==> src/rtl/mdu_iter.sv <==
// Iterative multiply/divide unit with architectural HI/LO registers.
// Ports: i_clk/i_arst, i_start/i_op/i_data_a/i_data_b request, i_kill flush,
//        o_busy/o_done/o_div_zero status, o_hi/o_lo results.
module mdu_iter #(
    parameter  int DATA_WIDTH = 32,
    parameter  int STEP       = 1,
    localparam int ITER       = DATA_WIDTH / STEP
) (
    input  logic                  i_clk,
    input  logic                  i_arst,
    input  logic                  i_start,
    input  logic [2:0]            i_op,
    input  logic [DATA_WIDTH-1:0] i_data_a,
    input  logic [DATA_WIDTH-1:0] i_data_b,
    input  logic                  i_kill,
    output logic                  o_busy,
    output logic                  o_done,
    output logic [DATA_WIDTH-1:0] o_hi,
    output logic [DATA_WIDTH-1:0] o_lo,
    output logic                  o_div_zero
);

    localparam int W  = DATA_WIDTH;
    localparam int CW = (ITER > 1) ? $clog2(ITER) : 1;

    typedef enum logic [1:0] {
        S_IDLE,
        S_RUN,
        S_FIX
    } state_e;

    state_e         state_q, state_d;
    logic [CW-1:0]  cnt_q, cnt_d;
    logic [W-1:0]   hi_acc_q, hi_acc_d;
    logic [W-1:0]   lo_acc_q, lo_acc_d;
    logic [W-1:0]   opnd_q, opnd_d;
    logic           is_div_q, is_div_d;
    logic           neg_lo_q, neg_lo_d;
    logic           neg_hi_q, neg_hi_d;
    logic [W-1:0]   hi_q, hi_d;
    logic [W-1:0]   lo_q, lo_d;
    logic           done_q, done_d;
    logic           div_zero_q, div_zero_d;

    // One cycle worth of iteration
    logic [W-1:0]   hi_n, lo_n;
    logic [W:0]     shf, dif, sum;

    // Operand magnitudes and signs at request time
    logic           sgn_op;
    logic           sa, sb;
    logic [W-1:0]   mag_a, mag_b;

    // Sign-corrected results computed during FIX
    logic [2*W-1:0] prod, prod_fix;
    logic [W-1:0]   fix_hi, fix_lo;

    always_comb begin
        sgn_op = ~i_op[0];
        sa     = sgn_op & i_data_a[W-1];
        sb     = sgn_op & i_data_b[W-1];
        mag_a  = sa ? ('0 - i_data_a) : i_data_a;
        mag_b  = sb ? ('0 - i_data_b) : i_data_b;
    end

    // Multiply: {hi,lo} holds partial product over the shifting multiplier.
    // Divide: hi is the partial remainder, lo shifts dividend out and
    // quotient bits in (restoring division).
    always_comb begin
        hi_n = hi_acc_q;
        lo_n = lo_acc_q;
        shf  = '0;
        dif  = '0;
        sum  = '0;
        for (int s = 0; s < STEP; s++) begin
            if (is_div_q) begin
                shf = {hi_n, lo_n[W-1]};
                dif = shf - {1'b0, opnd_q};
                // No borrow means the divisor fits into the shifted remainder
                if (!dif[W]) begin
                    hi_n = dif[W-1:0];
                    lo_n = {lo_n[W-2:0], 1'b1};
                end else begin
                    hi_n = shf[W-1:0];
                    lo_n = {lo_n[W-2:0], 1'b0};
                end
            end else begin
                sum  = {1'b0, hi_n} + (lo_n[0] ? {1'b0, opnd_q} : '0);
                {hi_n, lo_n} = {sum, lo_n[W-1:1]};
            end
        end
    end

    always_comb begin
        prod     = {hi_acc_q, lo_acc_q};
        prod_fix = neg_lo_q ? ('0 - prod) : prod;
        if (is_div_q) begin
            fix_lo = neg_lo_q ? ('0 - lo_acc_q) : lo_acc_q;
            fix_hi = neg_hi_q ? ('0 - hi_acc_q) : hi_acc_q;
        end else begin
            fix_lo = prod_fix[W-1:0];
            fix_hi = prod_fix[2*W-1:W];
        end
    end

    always_comb begin
        state_d    = state_q;
        cnt_d      = cnt_q;
        hi_acc_d   = hi_acc_q;
        lo_acc_d   = lo_acc_q;
        opnd_d     = opnd_q;
        is_div_d   = is_div_q;
        neg_lo_d   = neg_lo_q;
        neg_hi_d   = neg_hi_q;
        hi_d       = hi_q;
        lo_d       = lo_q;
        done_d     = 1'b0;
        div_zero_d = 1'b0;
        unique case (state_q)
            S_IDLE: begin
                if (i_start && !i_kill) begin
                    if (i_op[2]) begin
                        // MTHI/MTLO; 11x falls through untouched
                        if (!i_op[1]) begin
                            if (i_op[0]) lo_d = i_data_a;
                            else         hi_d = i_data_a;
                        end
                    end else if (i_op[1] && (i_data_b == '0)) begin
                        div_zero_d = 1'b1;
                    end else begin
                        state_d  = S_RUN;
                        cnt_d    = CW'(ITER - 1);
                        is_div_d = i_op[1];
                        hi_acc_d = '0;
                        neg_lo_d = sa ^ sb;
                        if (i_op[1]) begin
                            lo_acc_d = mag_a;
                            opnd_d   = mag_b;
                            neg_hi_d = sa;
                        end else begin
                            lo_acc_d = mag_b;
                            opnd_d   = mag_a;
                            neg_hi_d = 1'b0;
                        end
                    end
                end
            end
            S_RUN: begin
                if (i_kill) begin
                    state_d = S_IDLE;
                end else begin
                    hi_acc_d = hi_n;
                    lo_acc_d = lo_n;
                    if (cnt_q == '0) state_d = S_FIX;
                    else             cnt_d   = cnt_q - 1'b1;
                end
            end
            S_FIX: begin
                state_d = S_IDLE;
                if (!i_kill) begin
                    hi_d   = fix_hi;
                    lo_d   = fix_lo;
                    done_d = 1'b1;
                end
            end
            default: state_d = S_IDLE;
        endcase
    end

    always_ff @(posedge i_clk or posedge i_arst) begin
        if (i_arst) begin
            state_q    <= S_IDLE;
            cnt_q      <= '0;
            hi_acc_q   <= '0;
            lo_acc_q   <= '0;
            opnd_q     <= '0;
            is_div_q   <= 1'b0;
            neg_lo_q   <= 1'b0;
            neg_hi_q   <= 1'b0;
            hi_q       <= '0;
            lo_q       <= '0;
            done_q     <= 1'b0;
            div_zero_q <= 1'b0;
        end else begin
            state_q    <= state_d;
            cnt_q      <= cnt_d;
            hi_acc_q   <= hi_acc_d;
            lo_acc_q   <= lo_acc_d;
            opnd_q     <= opnd_d;
            is_div_q   <= is_div_d;
            neg_lo_q   <= neg_lo_d;
            neg_hi_q   <= neg_hi_d;
            hi_q       <= hi_d;
            lo_q       <= lo_d;
            done_q     <= done_d;
            div_zero_q <= div_zero_d;
        end
    end

    assign o_busy     = (state_q != S_IDLE);
    assign o_done     = done_q;
    assign o_hi       = hi_q;
    assign o_lo       = lo_q;
    assign o_div_zero = div_zero_q;

endmodule

==> config.mk <==
export PLATFORM = sky130hd
export DESIGN_NAME = mdu_iter
export DESIGN_NICKNAME = d
export VERILOG_FILES = /design/src/rtl/mdu_iter.sv
export SDC_FILE = /design/constraint.sdc
export NUM_CORES = 1
export LEC_CHECK = 0
export CAP_MARGIN = 20
export CORE_MARGIN = 5
export CORE_UTILIZATION = 45
export CTS_BUF_LIST = sky130_fd_sc_hd__clkbuf_16
export CTS_CLUSTER_SIZE = 8
export DETAILED_ROUTE_END_ITERATION = 8
export GPL_TIMING_DRIVEN = 0
export HOLD_SLACK_MARGIN = 0.03
export PLACE_DENSITY = 0.62
export REMOVE_ABC_BUFFERS = 1
export SLEW_MARGIN = 0
export SYNTH_ARGS = -nofsm -noshare
export SYNTH_HDL_FRONTEND = slang
export SYNTH_SLANG_ARGS = --single-unit
==> constraint.sdc <==
create_clock -name i_clk -period 7.3 [get_ports i_clk]
set_input_delay 2.19 -clock i_clk [delete_from_list [all_inputs] [get_ports i_clk]]
set_output_delay 2.19 -clock i_clk [all_outputs]
set_load 0.005 [all_outputs]
; Yosys cells after proc, flatten, opt, wreduce, memory -nomap -nowiden
; Cells that the tools add are included.
[classes]
reduce_logical = 15
muxes = 55
eq_ne = 13
n_addsub = 8
bitwise_logic = 6
[ops]
columns = operator, count
row1 = 32-bit two-way mux, 30
row2 = 32-bit one-hot mux with 2 select lines, 4
row3 = "1-bit by 32-bit subtractor with 32-bit output, first input constant", 4
row4 = 64-bit two-way mux, 1
row5 = "1-bit by 64-bit subtractor with 64-bit output, first input constant", 1
row6 = 32-bit by 32-bit adder with 33-bit output, 1
row7 = 33-bit by 32-bit subtractor with 33-bit output, 1
row8 = 32-bit zero test, 1
row9 = 5-bit two-way mux, 5
row10 = "2-bit != test, second input constant", 10
row11 = 6-bit AND reduction, 3
row12 = 2-bit two-way mux, 5
row13 = 5-bit one-hot mux with 2 select lines, 1
row14 = 1-bit two-way mux, 8
row15 = 4-bit AND reduction, 2
row16 = 2-bit nonzero test, 3
row17 = 5-bit zero test, 1
row18 = 5-bit AND reduction, 1
row19 = "5-bit by 1-bit subtractor with 5-bit output, second input constant", 1
row20 = 2-bit one-hot mux with 2 select lines, 1
row21 = "3-bit != test, second input constant", 1
row22 = 1-bit inverter, 3
row23 = 1-bit AND, 2
row24 = "2-bit by 1-bit equality test with 1-bit output, second input constant", 1
row25 = 5 further kinds, 6
[word_totals]
in_bits = 71
regBits = 172
out_inout_bits = 67
elab_cells = 109

; Depth between registers and ports, before layout
[logic_depth]
ltp_word = 8
depth_mapped = 15
mapped_depth_nobuf = 13

; Worst setup path after synthesis
; No wires, ideal clock.
[synth_path]
kind = in2reg
startpoint = in i_data_b[10]
endpoint = reg opnd_q[19]
arrival_time_ns = 4.699
stages = 9
setup_time_ns = 0.125
path_slack_ns = 2.476
path_buffers = 2
t_required_ns = 7.175
cell_sequence = or4_1 or4_1 nor4b_2 nand2_1 o221a_2 buf_2 nand2_1 buf_4 mux2_2
[synth_via]
elab_chain_len = 4
elab_cells_between_ends = 7
cone_classes = add/sub: 1 / mux: 2 / bitwise: 1 / reduce/logical: 3
[synth_rtl]
columns = element, line
row1 = "start, declared", 14  ; input logic [DATA_WIDTH-1:0] i_data_b,
row2 = branches (longest 4 deep; another with 1-bit by 32-bit subtractor with 32-bit output), n/a
row3 = "end signal, assigned", 189  ; opnd_q <= opnd_d;
row4 = "end, declared", 36  ; logic [W-1:0] opnd_q, opnd_d;
; Several ways; the timed one is not identified.
; A chain may end at the register's enable or synchronous reset.

; Final worst setup path
[layout_path]
startpoint = in i_data_b[16]
endpoint = reg opnd_q[19]
; Same word-level chain as after synthesis.

==> flow_summary.html <==
<table>
<tr><th>Metric</th><th>Value</th></tr>
<tr><th colspan="2">Outcome</th></tr>
<tr><td>Status</td><td>completed</td></tr>
<tr><th colspan="2">Power</th></tr>
<tr><td>P_leak</td><td>7.73 nW</td></tr>
<tr><td>Worst ir drop on vdd</td><td>0.227 mV</td></tr>
<tr><td>Share of total power in combinational logic</td><td>60.8%</td></tr>
<tr><td>Int Power</td><td>0.00360 W</td></tr>
<tr><td>Sw frac</td><td>47.1%</td></tr>
<tr><td>Tot Pwr</td><td>0.00680 W</td></tr>
<tr><td>Sequential share of power</td><td>26.0%</td></tr>
<tr><td>Power density cells</td><td>389 nW/um^2</td></tr>
<tr><td>Clock Power Share</td><td>13.2%</td></tr>
<tr><td>Total net switching power</td><td>0.00320 W</td></tr>
<tr><th colspan="2">Route</th></tr>
<tr><td>Routed vias</td><td>14500</td></tr>
<tr><td>Initial drt markers</td><td>1146</td></tr>
<tr><td>Total wire length after detailed routing</td><td>49800 um</td></tr>
<tr><td>Routed WL per cell</td><td>20.4 um</td></tr>
<tr><td>Post-route DRC</td><td>0</td></tr>
<tr><td>Antenna violation net count after detailed routing</td><td>0</td></tr>
<tr><td>Vias per Instance</td><td>5.95</td></tr>
<tr><td>Detailed-routing iteration count for the pre-antenna-repair pass</td><td>6</td></tr>
<tr><th colspan="2">Layout</th></tr>
<tr><td>Number of nets in the final layout</td><td>2125</td></tr>
<tr><td>Proportion of layout cells with a drive suffix above 1</td><td>5.12%</td></tr>
<tr><td>Final Instance Area</td><td>17500 um^2</td></tr>
<tr><td>Finished Core Util</td><td>52.6%</td></tr>
<tr><td>Syn-to-layout area delta</td><td>16.0%</td></tr>
<tr><td>Final cell count without fillers</td><td>2443</td></tr>
<tr><th colspan="2">Synthesis</th></tr>
<tr><td>Avg Synthesized Cell Area</td><td>7.84 um^2</td></tr>
<tr><td>Most used flip-flop cell after synthesis</td><td>dfrtp_1</td></tr>
<tr><td>Instance count of the mapped netlist</td><td>1924</td></tr>
<tr><td>Top-count cell post-synth</td><td>nand2_1</td></tr>
<tr><td>Synth cell types</td><td>82</td></tr>
<tr><td>Total of flip-flops plus latches after synthesis</td><td>172</td></tr>
<tr><td>Most common library cells after synthesis</td><td>nand2_1, nor2_1, o21ai_0</td></tr>
<tr><td>Cell type with the largest total area after synthesis</td><td>dfrtp_1</td></tr>
<tr><td>EDFF count, synth</td><td>0</td></tr>
<tr><td>Share of flip-flops with an asynchronous set or reset after synthesis</td><td>100%</td></tr>
<tr><td>Sequential-to-total area share from yosys stat</td><td>28.5%</td></tr>
<tr><td>Cell area after technology mapping</td><td>15100 um^2</td></tr>
<tr><td>Synth top area cells</td><td>dfrtp_1, o21ai_0, a21oi_1</td></tr>
<tr><td>Number of warnings issued by yosys</td><td>0</td></tr>
<tr><td>Share of the synthesized area in the top cell type</td><td>28.5%</td></tr>
<tr><th colspan="2">Die</th></tr>
<tr><td>Cell Rows</td><td>67</td></tr>
<tr><td>Vert. Die Dim</td><td>193 um</td></tr>
<tr><td>Starting utilization of the core area</td><td>45.3%</td></tr>
<tr><td>Die Wd</td><td>193 um</td></tr>
<tr><td>Total I/O pin count</td><td>138</td></tr>
<tr><td>Core region area</td><td>33300 um^2</td></tr>
<tr><td>Die footprint</td><td>37300 um^2</td></tr>
<tr><th colspan="2">CTS</th></tr>
<tr><td>Clock tree sinks</td><td>172</td></tr>
<tr><td>CTS clock-pin slew for the worst setup and hold paths</td><td>0.06 ns</td></tr>
<tr><td>Clock tree from TritonCTS</td><td>built</td></tr>
<tr><td>Max Root-Sink Buffers</td><td>2</td></tr>
<tr><td>H-tree level count</td><td>4</td></tr>
<tr><td>Root buf cell</td><td>clkbuf_16</td></tr>
<tr><td>Cts-stage hold buffer count</td><td>0</td></tr>
<tr><td>Clock latency on the worst-skew pair</td><td>0.45 ns</td></tr>
<tr><td>Post-CTS Setup Repair Bufs</td><td>0</td></tr>
<tr><td>Total CTS buffers</td><td>17</td></tr>
<tr><td>Quantity of gates resized following cts</td><td>0</td></tr>
<tr><th colspan="2">Worst setup path</th></tr>
<tr><td>WP data arrival</td><td>6.35 ns</td></tr>
<tr><td>Critical-path top delay cell</td><td>or4_1</td></tr>
<tr><td>Setup crit start kind</td><td>input pin</td></tr>
<tr><td>Maximum fanout encountered on the critical timing path</td><td>39</td></tr>
<tr><td>Cell chain of the critical path</td><td>clkdlybuf4s50_1 &gt; or4_1 &gt; nor4_1 &gt; nor4b_2 &gt; nand2_1 &gt; o221a_2 &gt; nand2_2 &gt; buf_12 &gt; mux2_2</td></tr>
<tr><td>Capturing element type of the critical path</td><td>register</td></tr>
<tr><td>Required arrival time at the worst endpoint</td><td>7.62 ns</td></tr>
<tr><td>Path type of the worst setup path</td><td>in -&gt; reg</td></tr>
<tr><td>Critical Path Source</td><td>i_data_b[16]</td></tr>
<tr><td>Maximum cell stage delay along the critical path</td><td>0.63 ns</td></tr>
<tr><td>RR Startpoint</td><td>lo_acc_q[31]</td></tr>
<tr><th colspan="2">Hold path</th></tr>
<tr><td>Startpoint of the most critical hold path</td><td>opnd_q[18]</td></tr>
<tr><td>Class of the tightest hold or removal check</td><td>reg -&gt; reg</td></tr>
<tr><th colspan="2">Placement</th></tr>
<tr><td>Final Wtd Congestion</td><td>0.906</td></tr>
<tr><td>Post-detailed-placement cell area</td><td>16900 um^2</td></tr>
<tr><td>Number of cells in the design after placement</td><td>2409</td></tr>
<tr><td>Detailed-placement wirelength estimate</td><td>38100 um</td></tr>
<tr><td>Number of buffers added on ports</td><td>137</td></tr>
<tr><th colspan="2">GRT</th></tr>
<tr><td>GR Util All Layers</td><td>26.7%</td></tr>
<tr><td>Maximum number of pins on one net before global-route repair</td><td>111</td></tr>
<tr><td>Via count of the first global-routing pass</td><td>13900</td></tr>
<tr><td>Initial antenna violation count</td><td>0</td></tr>
<tr><td>Global-route wire length before repair</td><td>78200 um</td></tr>
<tr><td>Grt total ovfl</td><td>0</td></tr>
<tr><th colspan="2">Timing</th></tr>
<tr><td>Actual transition at the worst max-transition pin</td><td>1.25 ns</td></tr>
<tr><td>Top achievable clock speed</td><td>166 MHz</td></tr>
<tr><td>Unrepaired setup endpoints after global routing</td><td>no</td></tr>
<tr><td>Final Hold Fails</td><td>0</td></tr>
<tr><td>Min Clock Period, post-route</td><td>6.02 ns</td></tr>
<tr><td>Worst clock skew</td><td>0.0147 ns</td></tr>
<tr><td>Worst slew margin relative to its limit</td><td>16.8%</td></tr>
<tr><td>Fin Hold WS</td><td>0.476 ns</td></tr>
<tr><td>Final Slew Violations</td><td>0</td></tr>
<tr><td>Final Cycle Share</td><td>82.5%</td></tr>
<tr><td># setup viols final</td><td>0</td></tr>
<tr><th colspan="2">Flow run</th></tr>
<tr><td>Maximum Capacitance Violations</td><td>0</td></tr>
</table>
sequential cells by signal (all words and copies together) (netlist names):
signal,count
cnt_q,5
hi_acc_q,32
is_div_q,1
lo_acc_q,32
neg_hi_q,1
neg_lo_q,1
o_div_zero,1
o_done,1
o_hi,32
o_lo,32
opnd_q,32
state_q,2
layer usage:
metal  GRT usage, %  vias to the layer above  part of all wire, %
li1               -                     7001                    -
met1           36.3                     7004                   44
met2           43.4                      459                   46
met3           3.67                       79                  6.1
met4           10.2                        0                  3.6
met5              0                        -                    0
area by class of cell:
| class | instances | area (um^2) |
|---|---|---|
| Clock inverter | 14 | 123 |
| Timing Repair Buffer | 157 | 1730 |
| Tap cell | 448 | 561 |
| Fill cell | 3247 | 15800 |
| Sequential cell | 172 | 4310 |
| Inverter | 71 | 274 |
| Multi-Input combinational cell | 1563 | 10100 |
| Clock buffer | 17 | 425 |
| Antenna cell | 1 | 2.50 |
final timing paths:
kind / end / slack, ns / depth (start not counted)
worst max-delay path: opnd_q[19] / 1.28 / 9
worst min-delay path: opnd_q[18] / 0.48 / 1
worst max register to register: hi_acc_q[0] / 2.66 / 16
worst min register to register: opnd_q[18] / 0.48 / 1
max in group asynchronous: is_div_q / 4.16 / 3
min in group asynchronous: o_lo[7] / 2.17 / 2
power by group through the flow:
stage | combinational [W] | clock, W | sequential, W
after global placement | 0.00396 | 0 | 0.00181
after global routing | 0.00459 | 0.000946 | 0.00182
after floorplan | 0.00292 | 0 | 0.00165
after detailed placement | 0.00408 | 0 | 0.00177
final | 0.00414 | 0.000895 | 0.00177
after CTS | 0.00410 | 0.000907 | 0.00176
cells by family (layout without fill, tap and decap cells):
family | count (synthesis) | after routing | synth area share (%)
AO/OA/AOI/OAI | 613 | 613 | 25.0
XOR/XNOR | 168 | 168 | 9.75
multiplexers | 96 | 96 | 6.51
flip-flops | 172 | 172 | 28.5
adder cells (fa/ha/maj) | 72 | 72 | 6.07
buffers and inverters | 189 | 259 | 5.00
AND/OR/NAND/NOR | 614 | 614 | 19.1
other | 0 | 1 | 0
worst max-delay path: cells and delay by family:
family / cells / cell delay (ns)
and+or+nand+nor: 5 / 2.52
buffers and inverters: 2 / 0.75
AOI/OAI and AO/OA: 1 / 0.51
muxes: 1 / 0.35
cell usage in the layout (no fill, tap or decap), types with 46 or more instances in the layout:
cell type,count
dfrtp_1,171
inv_1,70
nand2_1,207
clkdlybuf4s50_1,136
a21oi_1,180
xnor2_1,87
ha_1,70
o21ai_0,184
nor2_1,202
xor2_1,81
a21o_1,46
mux2i_1,79
per-stage QoR:
step | setup WS, ns | setup TNS, ns
after floorplan | 0.450 | 0
after global placement | -4.06 | -811.63
after detailed placement | 0.893 | 0
after CTS | 1.33 | 0
after global routing | 1.01 | 0
final | 1.28 | 0
No activity file was read; power rests on OpenSTA's default activity.
